==> src/rtl/if_prefetch_unit_if.sv <==
// rtl/if_prefetch_unit_if.sv - pipelined instruction memory read port
// master: fetch unit issuing reads; slave: memory returning in-order responses.
interface if_prefetch_unit_if #(
  parameter int ADDR_W = 32,
  parameter int INST_W = 32
);
  logic              mem_req;
  logic [ADDR_W-1:0] mem_addr;
  logic              mem_gnt;
  logic              mem_rvalid;
  logic [INST_W-1:0] mem_rdata;

  modport master (
    output mem_req, mem_addr,
    input  mem_gnt, mem_rvalid, mem_rdata
  );

  modport slave (
    input  mem_req, mem_addr,
    output mem_gnt, mem_rvalid, mem_rdata
  );
endinterface

==> src/rtl/if_prefetch_unit.sv <==
// rtl/if_prefetch_unit.sv - instruction fetch stage with prefetch FIFO
// Issues up to MAX_OUTST pipelined reads, buffers words with their PC, drops stale reads after a redirect.
module if_prefetch_unit #(
  parameter int                ADDR_W    = 32,
  parameter int                INST_W    = 32,
  parameter int                DEPTH     = 4,
  parameter int                MAX_OUTST = 2,
  parameter logic [ADDR_W-1:0] RESET_PC  = '0
) (
  input  logic                clk,
  input  logic                rst,
  input  logic                br,
  input  logic [ADDR_W-1:0]   br_target,
  if_prefetch_unit_if.master  mem,
  output logic                inst_valid,
  input  logic                inst_ready,
  output logic [INST_W-1:0]   inst_o,
  output logic [ADDR_W-1:0]   pc_o,
  output logic                stallreq
);
  localparam int AW = $clog2(DEPTH);
  localparam int CW = AW + 1;
  localparam int OW = $clog2(MAX_OUTST) + 1;
  localparam int QW = (MAX_OUTST > 1) ? $clog2(MAX_OUTST) : 1;
  localparam logic [ADDR_W-1:0] PC_STEP    = ADDR_W'(INST_W / 8);
  localparam logic [ADDR_W-1:0] ALIGN_MASK = ~ADDR_W'(INST_W / 8 - 1);
  localparam logic [CW:0]       DEPTH_C    = (CW+1)'(DEPTH);
  localparam logic [OW-1:0]     MAXO_C     = OW'(MAX_OUTST);
  localparam logic [QW-1:0]     QLAST      = QW'(MAX_OUTST - 1);

  typedef enum logic {S_RUN, S_DRAIN} state_t;

  state_t            state_q, state_d;
  logic [ADDR_W-1:0] fetch_pc_q, fetch_pc_d;
  logic [OW-1:0]     outst_q, outst_d;
  logic [OW-1:0]     discard_q, discard_d;
  logic [CW-1:0]     fifo_cnt_q, fifo_cnt_d;
  logic [AW-1:0]     rd_ptr_q, rd_ptr_d, wr_ptr_q, wr_ptr_d;
  logic [QW-1:0]     pcq_rd_q, pcq_rd_d, pcq_wr_q, pcq_wr_d;

  logic [ADDR_W-1:0] fifo_pc   [DEPTH];
  logic [INST_W-1:0] fifo_inst [DEPTH];
  logic [ADDR_W-1:0] pcq       [MAX_OUTST];

  logic        grant, keep, drop, pop;
  logic [CW:0] occ;

  function automatic logic [QW-1:0] q_next(input logic [QW-1:0] p);
    return (p == QLAST) ? '0 : p + 1'b1;
  endfunction

  // Space is reserved at issue time, so a returning read always finds a free FIFO slot.
  assign occ          = (CW+1)'(outst_q) + (CW+1)'(fifo_cnt_q);
  assign mem.mem_req  = !rst && !br && (occ < DEPTH_C) && (outst_q < MAXO_C);
  assign mem.mem_addr = fetch_pc_q;
  assign grant        = mem.mem_req && mem.mem_gnt;

  assign inst_valid = (fifo_cnt_q != '0);
  assign inst_o     = inst_valid ? fifo_inst[rd_ptr_q] : '0;
  assign pc_o       = inst_valid ? fifo_pc[rd_ptr_q] : '0;
  assign stallreq   = !inst_valid;

  always_comb begin
    state_d    = state_q;
    drop       = mem.mem_rvalid && (discard_q != '0);
    keep       = mem.mem_rvalid && (discard_q == '0) && !br && !rst;
    pop        = inst_valid && inst_ready && !br;
    outst_d    = outst_q + OW'(grant) - OW'(mem.mem_rvalid);
    discard_d  = discard_q - OW'(drop);
    fetch_pc_d = grant ? fetch_pc_q + PC_STEP : fetch_pc_q;
    pcq_wr_d   = grant ? q_next(pcq_wr_q) : pcq_wr_q;
    pcq_rd_d   = mem.mem_rvalid ? q_next(pcq_rd_q) : pcq_rd_q;
    wr_ptr_d   = wr_ptr_q + AW'(keep);
    rd_ptr_d   = rd_ptr_q + AW'(pop);
    fifo_cnt_d = fifo_cnt_q + CW'(keep) - CW'(pop);

    // Every read still in flight after a redirect belongs to the old path.
    if (br) begin
      discard_d  = outst_d;
      fetch_pc_d = br_target & ALIGN_MASK;
      fifo_cnt_d = '0;
      rd_ptr_d   = '0;
      wr_ptr_d   = '0;
    end

    unique case (state_q)
      S_RUN:   if (br && discard_d != '0) state_d = S_DRAIN;
      S_DRAIN: if (discard_d == '0) state_d = S_RUN;
    endcase
  end

  always_ff @(posedge clk) begin
    if (rst) begin
      state_q    <= S_RUN;
      fetch_pc_q <= RESET_PC;
      outst_q    <= '0;
      discard_q  <= '0;
      fifo_cnt_q <= '0;
      rd_ptr_q   <= '0;
      wr_ptr_q   <= '0;
      pcq_rd_q   <= '0;
      pcq_wr_q   <= '0;
    end else begin
      state_q    <= state_d;
      fetch_pc_q <= fetch_pc_d;
      outst_q    <= outst_d;
      discard_q  <= discard_d;
      fifo_cnt_q <= fifo_cnt_d;
      rd_ptr_q   <= rd_ptr_d;
      wr_ptr_q   <= wr_ptr_d;
      pcq_rd_q   <= pcq_rd_d;
      pcq_wr_q   <= pcq_wr_d;
    end
  end

  always_ff @(posedge clk) begin
    if (grant) pcq[pcq_wr_q] <= fetch_pc_q;
    if (keep) begin
      fifo_pc[wr_ptr_q]   <= pcq[pcq_rd_q];
      fifo_inst[wr_ptr_q] <= mem.mem_rdata;
    end
  end

  a_no_overflow: assert property (@(posedge clk) disable iff (rst) occ <= DEPTH_C);
  a_no_underflow: assert property (@(posedge clk) disable iff (rst) mem.mem_rvalid |-> outst_q != '0);
endmodule

==> src/flat_wrapper.sv <==
// flat-port wrapper written by rule: the top's interface ports become plain ports
module if_prefetch_unit_flat 
#(
  parameter int                ADDR_W    = 32,
  parameter int                INST_W    = 32,
  parameter int                DEPTH     = 4,
  parameter int                MAX_OUTST = 2,
  parameter logic [ADDR_W-1:0] RESET_PC  = '0
)
  (clk, rst, br, br_target, inst_valid, inst_ready, inst_o, pc_o, stallreq, mem_mem_req, mem_mem_addr, mem_mem_gnt, mem_mem_rvalid, mem_mem_rdata);
  if_prefetch_unit_if #(.ADDR_W(ADDR_W), .INST_W(INST_W)) mem_i ();
  input  logic clk;
  input  logic rst;
  input  logic br;
  input  logic [ADDR_W-1:0] br_target;
  output logic inst_valid;
  input  logic inst_ready;
  output logic [INST_W-1:0] inst_o;
  output logic [ADDR_W-1:0] pc_o;
  output logic stallreq;
  output wire logic [$bits(mem_i.mem_req)-1:0] mem_mem_req;
  output wire logic [$bits(mem_i.mem_addr)-1:0] mem_mem_addr;
  input wire logic [$bits(mem_i.mem_gnt)-1:0] mem_mem_gnt;
  input wire logic [$bits(mem_i.mem_rvalid)-1:0] mem_mem_rvalid;
  input wire logic [$bits(mem_i.mem_rdata)-1:0] mem_mem_rdata;
  assign mem_mem_req = mem_i.mem_req;
  assign mem_mem_addr = mem_i.mem_addr;
  assign mem_i.mem_gnt = mem_mem_gnt;
  assign mem_i.mem_rvalid = mem_mem_rvalid;
  assign mem_i.mem_rdata = mem_mem_rdata;
  if_prefetch_unit #(.ADDR_W(ADDR_W), .INST_W(INST_W), .DEPTH(DEPTH), .MAX_OUTST(MAX_OUTST), .RESET_PC(RESET_PC)) u_core (.clk(clk), .rst(rst), .br(br), .br_target(br_target), .mem(mem_i), .inst_valid(inst_valid), .inst_ready(inst_ready), .inst_o(inst_o), .pc_o(pc_o), .stallreq(stallreq));
endmodule
==> config.mk <==
export PLATFORM = sky130hd
export DESIGN_NAME = if_prefetch_unit_flat
export DESIGN_NICKNAME = d
export VERILOG_FILES = /design/src/rtl/if_prefetch_unit_if.sv /design/src/rtl/if_prefetch_unit.sv /design/src/flat_wrapper.sv
export SDC_FILE = /design/constraint.sdc
export NUM_CORES = 1
export LEC_CHECK = 0
export BUFFER_PORTS_ARGS = -buffer_cell sky130_fd_sc_hd__clkbuf_2
export CORE_ASPECT_RATIO = 1.2
export CORE_MARGIN = 3
export CORE_UTILIZATION = 57
export DETAILED_ROUTE_END_ITERATION = 6
export GPL_TIMING_DRIVEN = 0
export HOLD_SLACK_MARGIN = 0.02
export PLACE_DENSITY = 0.78
export SLEW_MARGIN = 20
export SYNTH_ARGS = -nofsm -noshare
export SYNTH_HDL_FRONTEND = slang
export SYNTH_SLANG_ARGS = --single-unit
==> constraint.sdc <==
create_clock -name clk -period 8.6 [get_ports clk]
set_clock_uncertainty 0.2 [all_clocks]
set_input_delay 0 -clock clk [delete_from_list [all_inputs] [get_ports clk]]
set_output_delay 0 -clock clk [all_outputs]
set_load 0.005 [all_outputs]
# [Word level (Yosys, flattened, before mapping)]
# Memories as Yosys holds them, arrays and structs flattened. A register that Yosys moved wholly into a read port is not among the register bits.
# Index checks and enable logic that the tools add are counted.
# W data, S select, Z words.
[totals] reg_bits=45 ramBits=320 input_bits=70 wordCells=58 mem_count=3
[mem_list] name="u_core.fifo_inst" words=4 word_bits=32 read_ports=1 rd_ports_with_merged_regs=1 write_ports=1 line="if_prefetch_unit.sv:42" rtl="logic [INST_W-1:0] fifo_inst [DEPTH];"
[mem_list] name="u_core.fifo_pc" words=4 word_bits=32 read_ports=1 rd_ports_with_merged_regs=1 write_ports=1 line="if_prefetch_unit.sv:41" rtl="logic [ADDR_W-1:0] fifo_pc [DEPTH];"
[mem_list] name="u_core.pcq" words=2 word_bits=32 read_ports=1 rd_ports_with_merged_regs=1 write_ports=1 line="if_prefetch_unit.sv:43" rtl="logic [ADDR_W-1:0] pcq [MAX_OUTST];"
[classes] n_addsub=11 magnitude_cmp=2 muxes=15 n_reduce_logical=18
[op_table] op="$mux W32" count=4
[op_table] op="$add A32 B3 Y32 const B" count=1
[op_table] op="$logic_and A1 B1 Y1" count=10
[op_table] op="$mux W1" count=8
[op_table] op="$add A2 B1 Y2" count=3
[op_table] op="$mux W2" count=3
[op_table] op="$add A2 B3 Y4" count=1
[op_table] op="$lt A4 B3 Y1 const B" count=1
[op_table] op="$reduce_bool A2 Y1" count=2
[op_table] op="$sub A2 B1 Y2" count=2
[op_table] op="$add A3 B1 Y3" count=1
[op_table] op="$logic_not A1 Y1" count=3
[op_table] op="$reduce_bool A3 Y1" count=1
[op_table] op="$sub A3 B1 Y3" count=1
[op_table] op="$add A1 B1 Y1 const B" count=2
[op_table] op="$logic_not A2 Y1" count=1
[op_table] op="$lt A2 B2 Y1 const B" count=1
[op_table] op="$reduce_or A2 Y1" count=1

# [Depth between registers and ports, before layout]
# Gate-level depths: netlist of the first run.
[logic_depth] word_depth=8 mapped_depth=10 mapped_depth_nobuf=9

# [Least setup slack after synthesis of the first run]
# Ideal clock, no wire load.
[synth_timing] kind="input-to-reg" startpoint="input port br" endpoint="memory u_core.fifo_inst[0][0] (enable)" setup_time_ns=0.573 arrival_time_ns=5.708 required_ns=7.827 path_slack_ns=2.119 stages=4 path_cell_list="or2_2 > clkbuf_1 > nor4b_1 > nor3b_1"
[synth_between] elab_chain_len=5
[synth_lines] element="start, declared" line="flat_wrapper.sv:14" rtl="input logic br;"
[synth_lines] element="$logic_not A1 Y1" line="if_prefetch_unit.sv:66" rtl="keep = mem.mem_rvalid && (discard_q == '0) && !br && !rst;"
[synth_lines] element="$logic_and A1 B1 Y1 (2 in series)" line="if_prefetch_unit.sv:66"
[synth_lines] element="$mux W1" line="if_prefetch_unit.sv:118" rtl="if (keep) begin"
[synth_lines] element="$mux W1 (not written as such)" line="if_prefetch_unit.sv:120" rtl="fifo_inst[wr_ptr_q] <= mem.mem_rdata;"
[synth_lines] element="end, declared" line="if_prefetch_unit.sv:42"
# Every way passes these cells.

# [Worst setup path after layout of the first run]
# Ends and elaborated chain as after synthesis.

==> results of run 1 <==
==> Yosys cell counts (all sizes together), types with 10 or more instances <==
master	count	area share, %
xnor2	10	0.62
edfxtp	308	65
buf	13	0.51
mux4	62	9.9
nand2	20	0.53
dfxtp	44	6.2
and2	75	3.3
inv	14	0.37
nand3	17	0.64
clkbuf	34	0.90
or4	16	0.85
nor2	29	0.77
nand4	13	0.68
mux2	30	2.4
a31oi	10	0.44
==> final cells by class <==
| type | instances | area (sq um) | share of cell area [%] |
|---|---|---|---|
| Multi-Input combinational cell | 396 | 3790 | 21.2 |
| Tap cell | 320 | 400 | 2.24 |
| Inverter | 15 | 56.3 | 0.314 |
| Timing Repair Buffer | 303 | 2320 | 13.0 |
| Sequential cell | 352 | 10100 | 56.6 |
| Buffer | 47 | 200 | 1.12 |
| Clock buffer | 48 | 900 | 5.02 |
| Clock inverter | 10 | 109 | 0.608 |
==> cell usage in the layout, fill, tap and decap left out, drive strengths merged, types with 6 or more instances in the layout <==
| cell type | Yosys | final |
|---|---|---|
| ha | 8 | 8 |
| mux4 | 62 | 62 |
| nor2 | 29 | 29 |
| clkbuf | 34 | 244 |
| o211ai | 7 | 7 |
| or3 | 8 | 8 |
| nand4 | 13 | 13 |
| edfxtp | 308 | 308 |
| clkinv | 1 | 7 |
| nand3 | 17 | 17 |
| a31oi | 10 | 10 |
| and3 | 6 | 6 |
| buf | 13 | 30 |
| o31ai | 6 | 6 |
| nor4 | 6 | 6 |
| xnor2 | 10 | 10 |
| a211oi | 8 | 8 |
| a311oi | 8 | 8 |
| o311ai | 6 | 6 |
| or4 | 16 | 16 |
| inv | 14 | 16 |
| dlygate4sd3 | 0 | 124 |
| nand2 | 20 | 20 |
| and2 | 75 | 75 |
| mux2 | 30 | 30 |
| dfxtp | 44 | 44 |
==> what timing repair did <==
action,4_1_cts,5_1_grt
setup buffers,0,0
hold buffers,124,0
endpoints found under the hold margin,183,0
==> per-stage QoR <==
step | instance area (sq um) | power [mW] | worst slack [ns] | utilization, % | TNS, ns
after floorplan | 14100 | 2.05 | 2.12 | - | 0
after global placement | 15400 | 2.13 | -1.95 | 63.5 | -120.42
after detailed placement | 15700 | 2.14 | 5.15 | 64.7 | 0
after CTS | 17900 | 3.54 | 5.17 | 74.0 | 0
after global routing | 17900 | 3.63 | 4.92 | 74.0 | 0
final | 17900 | 3.52 | 5.15 | 74.0 | 0
==> worst max-delay path by stage <==
stage	end	startpoint	cells after the start
6_report	u_core.fifo_inst[0][0]	br	9
3_5_place_dp	u_core.fifo_inst[0][12]	br	8
3_3_place_gp	u_core.fifo_inst[0][5]	br	5
2_1_floorplan	u_core.fifo_inst[0][0]	br	4
4_1_cts	u_core.fifo_inst[0][17]	br	9
5_1_grt	u_core.fifo_inst[0][17]	br	9
==> routing by layer <==
layer / GRT usage, % / wire [um]
met2: 41.2 / 16200
met4: 7.59 / 926
met1: 31.2 / 11900
met5: 0 / 0
met3: 4.27 / 2240
==> power groups by stage <==
| stage | Sequential, mW | Combinational (mW) | Clock [mW] |
|---|---|---|---|
| final | 1.93 | 0.226 | 1.36 |
| after global routing | 1.93 | 0.247 | 1.45 |
| after CTS | 1.93 | 0.225 | 1.38 |
| after detailed placement | 1.96 | 0.177 | 0 |
| after global placement | 1.97 | 0.167 | 0 |
| after floorplan | 1.96 | 0.0995 | 0 |
==> cell families after synthesis <==
logic type / after synthesis / share of synthesized area (%)
xor+xnor: 15 / 0.929
simple gates: 211 / 8.95
buf+inv: 62 / 1.81
compound gates: 65 / 3.50
fa+ha+maj: 9 / 0.850
other cells: 1 / 0.0265
flops: 352 / 71.7
mux: 92 / 12.3
==> registers in the layout, summed over array words and instances, names as in the netlist, named ones only <==
| name | cells |
|---|---|
| u_core.discard_q | 2 |
| u_core.fifo_cnt_q | 3 |
| u_core.fifo_inst | 128 |
| u_core.fifo_pc | 120 |
| u_core.mem.mem_addr | 30 |
| u_core.outst_q | 2 |
| u_core.pcq | 60 |
| u_core.pcq_rd_q | 1 |
| u_core.pcq_wr_q | 1 |
| u_core.rd_ptr_q | 2 |
| u_core.wr_ptr_q | 2 |
==> critical path: stages <==
cell and delay, ns:
dlygate4sd3_1 0.54, clkbuf_2 0.19, or2_2 0.32, clkbuf_1 0.24, nor4b_1 0.84, nor3b_2 0.76
buf_6 0.23, buf_4 0.20, buf_4 0.19
==> out/metrics.cfg, run 1 <==
[status]
status = completed

[route]
postRouteAntennaNets = 0
drtIter0Drc = 615
drtPass1Iterations = 5
drc = 0
viasPerCell = 5.79
avgRoutedWirePerCell_um = 21.0
dr_total_vias = 8626
drt-total-wl_um = 31300

[worst_setup_path]
reg2reg_slack_ns = 5.23
cp.required_ns = 8.66
worstPathMaxFanout = 9
timing.rr.end = u_core.mem.mem_addr[22]
r2r_cells = 7
endpoint_kind = register
critPathArrivalTime_ns = 3.52
start_kind = input pin
critPathKind = input pin to register
rr_startpoint = u_core.outst_q[1]

[cells_and_area]
final_cells = 1491
area_growth_pct = 26.7
fillers = 1510
diodes = 0
drive_gt1_share_pct = 29.0
nets = 1225

[yosys]
synthCells = 807
synth-seq-cells = 352
synthDistinctLibCells = 55
syn_area_sq_um = 14100
synth_edf_count = 308
ys_seq_area_share_pct = 71.7
synth-main-ff-cell = edfxtp_1
ys_warn_count = 0
ys_async_sr_fraction_pct = 0
avgSynthCellArea_sq_um = 17.5

[flow_run]
maxCapViolCount = 0

[grt]
grt_max_degree = 45
antenna_found_initial = 0
grt_pass1_wl_um = 49000
globalRouteOverflowTotal = 0
grtUsageTotal_pct = 23.9
grt_pass1_vias = 8898

[cts]
cts_resized = 0
cts-root-buf = clkbuf_16
cts_buffer_depth = 3
htree_levels = 1
clkSinkCount = 352
cts_tree = yes
cts_buffers = 31
clk_latency_ns = 0.56
clk_pin_slew_ns = 0.06

[timing]
fin_crit_ns = 3.45
relSlewSlack_pct = 36.3
rsz0062_at_grt = no
min_period_over_period_pct = 40.2
hold_viol_final = 0
clock.fmax_mhz = 289
setup_viol = 0
whs_ns = 0.0140
worst-slew-pin-transition_ns = 0.942
maxSlewViolCount = 0

[pwr]
internal_power_mw = 2.79
p_sw_mw = 0.723
clkPwrFrac_pct = 38.7
combPwrFrac_pct = 6.4
power_density_nw_per_um2 = 196
power.leakage_nw = 6.24
pwr-share-seq_pct = 54.9
power.switching_fraction_pct = 20.6
ir_worst_vdd_mv = 0.141

[placed_design]
port_buffers = 162
place_inst = 1309
place_hpwl_um = 20100
place_congestion = 0.909

[floorplan]
core_area_sq_um = 24200
num_rows = 62
die_w_um = 150
fp.dieH_um = 179
start_util_pct = 58.4
io-pin-count = 169
die-area_sq_um = 26700

[min_path]
hold_end = u_core.fifo_inst[0][9]
hold_class = input pin to register
min_from = mem_mem_rdata[9]
whs_path_depth = 2

Note: power is estimated with default switching activity, not from simulation.
==> run 2: changes to the inputs <==
--- a/config.mk
+++ b/config.mk
@@ -5,6 +5,7 @@
 export SDC_FILE = /design/constraint.sdc
 export NUM_CORES = 1
 export LEC_CHECK = 0
+export ABC_AREA = 1
 export BUFFER_PORTS_ARGS = -buffer_cell sky130_fd_sc_hd__clkbuf_2
 export CORE_ASPECT_RATIO = 1.2
 export CORE_MARGIN = 3
==> constraint.sdc (replaced) <==
create_clock -name clk -period 3.4 [get_ports clk]
set_clock_uncertainty 0.2 [all_clocks]
set_input_delay 0 -clock clk [delete_from_list [all_inputs] [get_ports clk]]
set_output_delay 0 -clock clk [all_outputs]
set_load 0.005 [all_outputs]
==> out/metrics.cfg, run 2 <==
[cells_and_area]
regArea_sq_um = 10100  ; unchanged
diodes = 0  ; unchanged
nets = 1803  ; was 1225
drive_gt1_share_pct = 16.9  ; was 29.0%
largest_reg_flops = 128  ; unchanged
top_register = u_core.fifo_inst  ; unchanged
mostFrequentLayoutCells = nor2_1 (316), edfxtp_1 (308), nand2_1 (175)  ; was edfxtp_1 (308), clkbuf_2 (162), dlygate4sd3_1 (124)
fillers = 1560  ; was 1510
area_growth_pct = 28.7  ; was 26.7%
final_cells = 2070  ; was 1491
post-route-util_pct = 75.7  ; was 74.0%
layout_commonest_cell = nor2_1  ; was edfxtp_1
multi_input_area_sq_um = 4090  ; was 3790 sq um
reg_top3 = u_core.fifo_inst: 128 flops, u_core.fifo_pc: 120 flops, u_core.pcq: 60 flops  ; unchanged

[route]
postRouteAntennaNets = 0  ; unchanged
viasPerCell = 5.50  ; was 5.79
dr_total_vias = 11386  ; was 8626
drtIter0Drc = 836  ; was 615
drt-total-wl_um = 36600  ; was 31300 um
drc = 0  ; unchanged
avgRoutedWirePerCell_um = 17.7  ; was 21.0 um
drtPass1Iterations = 7  ; was 5

[grt]
grt_pass1_wl_um = 57700  ; was 49000 um
grt_pass1_vias = 11597  ; was 8898
grtUsageTotal_pct = 25.7  ; was 23.9%
antenna_found_initial = 0  ; unchanged
grt_max_degree = 26  ; was 45
globalRouteOverflowTotal = 0  ; unchanged

[placed_design]
place_congestion = 0.888  ; was 0.909
place_ws_ns = 0.379  ; was 5.15 ns
place_inst = 1848  ; was 1309
port_buffers = 161  ; was 162
place_hpwl_um = 22700  ; was 20100 um

[cts]
clkSinkCount = 352  ; unchanged
htree_levels = 1  ; unchanged
cts_tree = yes  ; unchanged
cts_buffers = 31  ; unchanged
post_cts_buffers = 0  ; unchanged
clk_pin_slew_ns = 0.07  ; was 0.06 ns
cts-root-buf = clkbuf_16  ; unchanged
clk_latency_ns = 0.54  ; was 0.56 ns
cts_buffer_depth = 3  ; unchanged

[pwr]
ir_worst_vdd_mv = 0.316  ; was 0.141 mV
power.leakage_nw = 7.16  ; was 6.24 nW
power.switching_fraction_pct = 20.9  ; was 20.6%
pwr-share-seq_pct = 55.0  ; was 54.9%
combPwrFrac_pct = 7.4  ; was 6.4%
p_sw_mw = 1.85  ; was 0.723 mW
clkPwrFrac_pct = 37.6  ; was 38.7%
power_density_nw_per_um2 = 466  ; was 196 nW/um^2
power_mw = 8.85  ; was 3.52 mW
internal_power_mw = 7.00  ; was 2.79 mW

[worst_setup_path]
cp.required_ns = 3.64  ; was 8.66 ns
critPathArrivalTime_ns = 3.47  ; was 3.52 ns
start_kind = register  ; was input pin
critPathKind = register to register  ; was input pin to register
worstPathMaxFanout = 9  ; unchanged
endpoint_kind = register  ; unchanged

[yosys]
synth_top_area_share_pct = 62.7  ; was 65.4%
avgSynthCellArea_sq_um = 11.0  ; was 17.5 sq um
synth_edf_count = 308  ; unchanged
synth_most_common_cell = nor2_1  ; was edfxtp_1
synthCells = 1340  ; was 807
synthTopCellsByCount = nor2_1 (318), edfxtp_1 (308), nand2_1 (175)  ; was edfxtp_1 (308), and2_1 (75), mux4_2 (62)
synth-main-ff-cell = edfxtp_1  ; unchanged
syn_area_sq_um = 14700  ; was 14100 sq um
synthDistinctLibCells = 36  ; was 55
ys_seq_area_share_pct = 68.7  ; was 71.7%
synth-seq-cells = 352  ; unchanged
ys_warn_count = 0  ; unchanged
yosys.area.top_type = edfxtp_1  ; unchanged
ys_async_sr_fraction_pct = 0  ; unchanged
synth_area_leaders = edfxtp_1 (63%), nor2_1 (8.1%), dfxtp_1 (6.0%), o21ai_0 (4.6%), nand2_1 (4.5%)  ; was edfxtp_1 (65%), mux4_2 (9.9%), dfxtp_1 (6.2%), and2_1 (3.3%), mux2_2 (2.4%)

[floorplan]
die_w_um = 153  ; was 150 um
start_util_pct = 58.8  ; was 58.4%
die-area_sq_um = 27800  ; was 26700 sq um
core_area_sq_um = 25100  ; was 24200 sq um
num_rows = 63  ; was 62
io-pin-count = 169  ; unchanged
fp.dieH_um = 182  ; was 179 um

[timing]
tns_ns = 0  ; unchanged
relSlewSlack_pct = 51.1  ; was 36.3%
layout_setup_ws_ns = 0.177  ; was 5.15 ns
min_period_over_period_pct = 94.8
setup_viol = 0  ; unchanged
hold_viol_final = 0  ; unchanged
rsz0062_at_grt = no  ; unchanged
fin_crit_ns = 3.22
clock.fmax_mhz = 310
maxSlewViolCount = 0  ; unchanged
worst-slew-pin-transition_ns = 0.732  ; was 0.942 ns

[min_path]
hold_class = input pin to register  ; unchanged

[flow_run]
maxCapViolCount = 0  ; unchanged

[status]
status = completed  ; unchanged

-- run 2: cell count changes after synthesis, moves of 30 or more --
cell	delta
a21oi_1	+85
o21ai_0	+130
mux4_2	-62
and2_1	-75
nor2_1	+289
nand3_1	+30
inv_1	+55
nand2_1	+155
-- run 2: through the flow --
step | hold slack, ns | instance area (sq um)
floorplan | -0.101 | 14800
detailed placement | 0.0192 | 16300
CTS | 0.0201 | 19000
global placement | 0.0165 | 16000
finish | 0.0408 | 19000
global route | 0.0269 | 19000
-- run 2: path summary, 6_finish.rpt --
check,from,end,slack (ns),depth (start not counted)
setup / recovery,u_core.mem.mem_addr[2],u_core.mem.mem_addr[12],0.18,10
hold / removal,mem_mem_rdata[27],u_core.fifo_inst[0][27],0.04,2
setup reg to reg,u_core.mem.mem_addr[2],u_core.mem.mem_addr[12],0.18,10
hold reg to reg,u_core.mem.mem_addr[4],u_core.pcq[1][4],0.32,0
-- run 2: routing by layer --
layer  global-route usage (%)  share of wire [%]  vias up
li1                         -                  -     5346
met1                     31.0                 37     5333
met2                     45.6                 51      581
met3                     3.34                8.0      126
met4                     13.0                4.5        0
met5                        0                  0        -
-- run 2: repair_timing --
item / in CTS / in global routing
endpoints found under the hold margin: 182 / 0
gates resized for setup: 0 / 0
endpoints found under the setup margin: 0 / 0
hold buffers: 168 / 0
-- run 2: logic make-up after synthesis --
family                   synth area share (%)
AND/OR/NAND/NOR                          15.4
flip-flops                               68.7
AO/OA/AOI/OAI                            7.92
buffers and inverters                    4.04
multiplexers                             2.29
XOR/XNOR                                0.832
adder cells (fa/ha/maj)                 0.815
other                                  0.0254
-- run 2: cell type report --
| type | count | area share (%) |
|---|---|---|
| sequential | 352 | 53.4 |
| multi-input combinational | 849 | 21.6 |
| timing repair buffer | 348 | 14.8 |
| clock buffer | 36 | 4.19 |
| tap | 325 | 2.14 |
| buffer | 68 | 1.65 |
| inverter | 74 | 1.49 |
| clock inverter | 18 | 0.818 |
-- run 2: worst max-delay path, cell delays in order, from the launching register on --
cell and delay, ns:
dfxtp_1 0.56, ha_1 0.41, nand3_4 0.16, nor2_4 0.26, nand3_1 0.10, nand3_1 0.10, nand3_1 0.08, dlygate4sd3_1 0.58
nand2_1 0.06, dlygate4sd3_1 0.55, inv_1 0.04
-- run 2: power by group through the flow --
stage	clock network, mW	registers (mW)	logic (mW)
global route	3.52	4.87	0.715
finish	3.33	4.87	0.652
detailed placement	0	4.96	0.461
global placement	0	4.96	0.432
CTS	3.34	4.87	0.634
floorplan	0	4.94	0.269
